==> config.mk <==
export PLATFORM = sky130hd
export DESIGN_NAME = rsa_mont_prep
export DESIGN_NICKNAME = d
export VERILOG_FILES = /design/src/rtl/rsa_mont_prep.sv
export SDC_FILE = /design/constraint.sdc
export NUM_CORES = 2
export LEC_CHECK = 0
export BUFFER_PORTS_ARGS = -buffer_cell sky130_fd_sc_hd__buf_2
export CAP_MARGIN = 25
export CORE_AREA = 3 3 704 706
export DETAILED_ROUTE_END_ITERATION = 12
export DIE_AREA = 0 0 707 709
export PLACE_DENSITY = 0.39
export REMOVE_ABC_BUFFERS = 1
export SYNTH_ARGS = -nofsm -noshare
export SYNTH_HDL_FRONTEND = slang
export SYNTH_SLANG_ARGS = --single-unit
export TNS_END_PERCENT = 5
==> constraint.sdc <==
create_clock -name clk -period 4.9 [get_ports clk]
set_input_delay 0.49 -clock clk [delete_from_list [all_inputs] [get_ports clk]]
set_output_delay 0.49 -clock clk [all_outputs]
set_load 0.005 [all_outputs]
==> src/rtl/rsa_mont_prep.sv <==
// rtl/rsa_mont_prep.sv - Montgomery pre-computation of R^2 mod N (R = 2^MOD_WIDTH) by repeated modular doubling
module rsa_mont_prep #(
    parameter int MOD_WIDTH = 256
) (
    input  logic                 clk,
    input  logic                 rst,
    input  logic                 i_valid,
    output logic                 i_ready,
    input  logic [MOD_WIDTH-1:0] i_msg,
    input  logic [MOD_WIDTH-1:0] i_key,
    input  logic [MOD_WIDTH-1:0] i_modulus,
    output logic                 o_valid,
    input  logic                 o_ready,
    output logic [MOD_WIDTH-1:0] o_base,
    output logic [MOD_WIDTH-1:0] o_msg,
    output logic [MOD_WIDTH-1:0] o_key,
    output logic [MOD_WIDTH-1:0] o_modulus
);
    localparam int ITERS = 2 * MOD_WIDTH;
    localparam int CW    = $clog2(ITERS + 1);

    typedef enum logic [1:0] {IDLE, CALC, OUT} state_t;

    state_t               state_q, state_d;
    logic [CW-1:0]        cnt_q;
    logic [MOD_WIDTH:0]   r_q;
    logic [MOD_WIDTH:0]   t;
    logic [MOD_WIDTH:0]   r_next;
    logic [MOD_WIDTH-1:0] msg_q, key_q, mod_q;
    logic                 n_small;
    logic                 last_iter;

    // r < N < 2^MOD_WIDTH, so doubling never overflows the extra bit
    always_comb begin
        t         = r_q << 1;
        r_next    = (t >= {1'b0, mod_q}) ? (t - {1'b0, mod_q}) : t;
        n_small   = (mod_q[MOD_WIDTH-1:1] == '0);
        last_iter = (cnt_q == CW'(ITERS - 1));
    end

    always_comb begin
        state_d = state_q;
        i_ready = 1'b0;
        o_valid = 1'b0;
        case (state_q)
            IDLE: begin
                i_ready = 1'b1;
                if (i_valid) state_d = CALC;
            end
            CALC: begin
                if (last_iter) state_d = OUT;
            end
            OUT: begin
                o_valid = 1'b1;
                if (o_ready) state_d = IDLE;
            end
            default: state_d = IDLE;
        endcase
    end

    always_ff @(posedge clk) begin
        if (rst) begin
            state_q <= IDLE;
            cnt_q   <= '0;
            r_q     <= '0;
            msg_q   <= '0;
            key_q   <= '0;
            mod_q   <= '0;
        end else begin
            state_q <= state_d;
            case (state_q)
                IDLE: begin
                    if (i_valid) begin
                        msg_q <= i_msg;
                        key_q <= i_key;
                        mod_q <= i_modulus;
                        cnt_q <= '0;
                        // N of 0 or 1 has residue 0; start from 0 and never update
                        r_q   <= (i_modulus[MOD_WIDTH-1:1] != '0) ? (MOD_WIDTH+1)'(1) : '0;
                    end
                end
                CALC: begin
                    cnt_q <= cnt_q + CW'(1);
                    if (!n_small) r_q <= r_next;
                end
                default: ;
            endcase
        end
    end

    assign o_base    = r_q[MOD_WIDTH-1:0];
    assign o_msg     = msg_q;
    assign o_key     = key_q;
    assign o_modulus = mod_q;

endmodule

==> summary.txt <==
CP Max Fanout: 8
Post-Synth Adder-Cell Area: 5.577%
die area: 0.5013 mm2
Post-DP HPWL: 440,000 um
crit-path cells: inv_1 -> ha_1 -> nand4_1 -> nor4_4 -> buf_4 -> nand4_1 -> buf_4 -> o221ai_1 -> a21oi_4 -> a2111oi_4 -> or3_4 -> buf_12 -> and4b_1 -> o21ai_1 -> nor2_2 -> a31oi_1 -> buf_4 -> o21ai_4 -> nand3_1 -> mux2i_1 -> a221o_1
CTS tree: done
CP Class: reg -> reg
top cell type's share of synthesized area: 35.75%
Layout Nets: 12,910
Leakage: 0.04404 uW
core area: 0.4897 mm2
Seq/Total Area, Yosys: 35.75%
GRT Total Usage: 19.69%
initial antenna violation count: 144
ys async rst share: 0%
initial DRC count: 4,639
worst skew pair latency: 0.88 ns
Final period util: 99.25%
post-synthesis compound-gate area fraction: 24.57%
crit path launch type: flop
CTS Buffer Depth: 4
mux cell area share after synthesis: 0.1035%
Max Cap Viol: 0
Worst-Margin Slew: 1.405 ns
routed length per placed instance: 27.98 um
# IOs: 1,798
Max VDD drop: 0.3190 mV
layout cells sized above 1: 30.80%
register area: 0.02075 mm2
DP Area: 0.08423 mm2
Post-synth EDFFs: 0
Yosys cell types: 93
#FFs+latches synth: 1,036
Area Growth Syn to Fin: 70.46%
largest net degree at the start of global routing: 174
final hold viol count: 0
Yosys warnings: 0
count leader, synth: nand2_1
final worst clock skew: 0.05971 ns
endpoint class of the critical path: flop
CTS Root Cell: clkbuf_16
Max-slew headroom: 6.316%
fin. max-slew vios: 0
final worst slack: 0.03662 ns
slowest CP cell: ha_1
gpl congestion: 1.033
largest family of logic cells by synthesized area: compound AO/OA/AOI/OAI gates
residual DRC count: 0
Synth area leaders: dfxtp_1 (36%), nand2_1 (14%), a21oi_1 (13%)
Die W: 707 um
H-tree Lvls: 4
filler instances: 55,884
simple-gate share of the synthesized area: 24.32%
chip height: 709 um
vias in the first global route: 75,989
via/cell ratio: 4.075
starting density of the core: 11.85%
Post-synth top cells: nand2_1 (2,196), a21oi_1 (1,497), dfxtp_1 (1,036)
min-delay worst type: in -> reg
final setup violating endpoints: 0
outcome: finished clean
RSZ-0062 raised after global routing: true
routed via count: 75,682
IO Port Bufs: 1,797
routed wire length: 519,600 um
Synth Area in XOR/XNOR: 3.669%
synthesized area per cell: 6.986 um2
cell mode on critical path: buf_4
Row Count: 257
pwr dens: 552.5 mW/mm2
mapped cell area: 0.05801 mm2
global-route wire length before repair: 678,000 um
worst path required time: 5.65 ns
total grt overflow: 0
multi-input combinational cell area: 0.03494 mm2
post-route cell area: 0.09889 mm2
Final ANT Viol Nets: 0
Top Family by Delay on Critical Path: simple AND/OR/NAND/NOR gates
f_max: 205.6 MHz
Final Util: 20.19%
Yosys top cell by area: dfxtp_1
Place WS: -0.8825 ns
Clock Pin Slew Worst Setup and Hold Paths: 0.06 ns
crit path DAT: 5.61 ns
Clock Sink Count: 1,036
CP max stage delay: 0.46 ns
ys flop type: dfxtp_1
CTS Buf Count: 156
fin crit period: 4.863 ns
Post-Synthesis Cells: 8,304
WP buf/inv: 5
DR pass1 iterations: 8
## worst paths after layout
path / start / endpoint / slack [ns] / cells after the start
setup / recovery: o_modulus[63]$_SDFFE_PP0P_ / r_q[252]$_SDFFE_PP0P_ / 0.04 / 21
hold / removal: i_msg[96] / o_msg[96]$_SDFFE_PP0P_ / 0.06 / 3
setup reg to reg: o_modulus[63]$_SDFFE_PP0P_ / r_q[252]$_SDFFE_PP0P_ / 0.04 / 21
hold reg to reg: o_key[142]$_SDFFE_PP0P_ / o_key[142]$_SDFFE_PP0P_ / 0.45 / 2
## flip-flops by register name, summed over array words and instances (netlist names)
signal     count
o_modulus    256
state_q        2
cnt_q         10
o_key        256
r_q          256
o_msg        256
## kinds of logic after synthesis
kind of cell | Yosys count
AO/OA/AOI/OAI | 2512
XOR/XNOR | 243
adder cells (fa/ha/maj) | 258
buffers and inverters | 904
flip-flops | 1036
multiplexers | 6
AND/OR/NAND/NOR | 3345
## power by group
| group | total (uW) | leakage (uW) | switching [uW] | internal (uW) |
|---|---|---|---|---|
| Combinational | 32900 | 0.0330 | 19500 | 13300 |
| Sequential | 9790 | 0.00848 | 621 | 9170 |
| Clock | 12000 | 0.00260 | 4900 | 7090 |
## worst min-delay path: cells and delay by family
kind | cells | cell delay (ns)
AND/OR/NAND/NOR | 1 | 0.16
buffers and inverters | 1 | 0.10
AO/OA/AOI/OAI | 1 | 0.09
## per-layer routing
layer,track usage [%],share of wire [%],up-vias
li1,-,-,35853
met1,20.99,37,36531
met2,35.68,50,2463
met3,4.197,5.7,771
met4,11.45,7.0,64
met5,0,0.076,-
## cell type report
| type | instances | area share, % |
|---|---|---|
| multi-input combinational | 6364 | 35.33 |
| antenna | 99 | 0.2505 |
| tap | 6475 | 8.193 |
| clock inverter | 57 | 0.7237 |
| sequential | 1036 | 20.99 |
| clock buffer | 220 | 4.620 |
| timing repair buffer | 3966 | 28.54 |
| inverter | 356 | 1.355 |
## per-stage QoR
stage / hold slack [ns] / instances / setup TNS, ns / total power, uW
floorplan: 0.4278 / 7756 / - / 29160
global placement: 0.4384 / 17411 / -175.17 / 40320
detailed placement: 0.4434 / 17413 / -176.04 / 40100
CTS: 0.0002693 / 18458 / -0.07363 / 54090
global route: 0.01838 / 18547 / -2.171 / 57680
finish: 0.05786 / 18573 / 0 / 54640
## cell usage in the layout, fill, tap and decap left out, drive strengths merged, types with 15 or more instances in the layout
| cell | n |
|---|---|
| nor3 | 79 |
| and3 | 15 |
| nor2b | 15 |
| a21o | 103 |
| nand2 | 2197 |
| a21boi | 31 |
| or3 | 33 |
| a22oi | 25 |
| a32oi | 31 |
| nand2b | 18 |
| dlygate4sd3 | 753 |
| ha | 257 |
| a31oi | 32 |
| xnor2 | 159 |
| nor4 | 157 |
| buf | 3204 |
| clkbuf | 227 |
| inv | 358 |
| a22o | 16 |
| o21a | 45 |
| clkinv | 38 |
| a211oi | 22 |
| diode | 99 |
| xor2 | 84 |
| o31ai | 40 |
| o21ai | 452 |
| a21oi | 1502 |
| nand4 | 197 |
| or2 | 20 |
| nand3 | 49 |
| o21bai | 82 |
| nor2 | 516 |
| dfxtp | 1036 |
## what timing repair did
item / CTS / global route
endpoints found under the setup margin: 256 / 240
cloned: 3 / 7
setup buffers: 12 / 10
hold buffers: 753 / 0
endpoints found under the hold margin: 761 / 0
gates resized for setup: 106 / 131
pin swaps: 29 / 32
No activity file was read; power rests on OpenSTA's default activity.
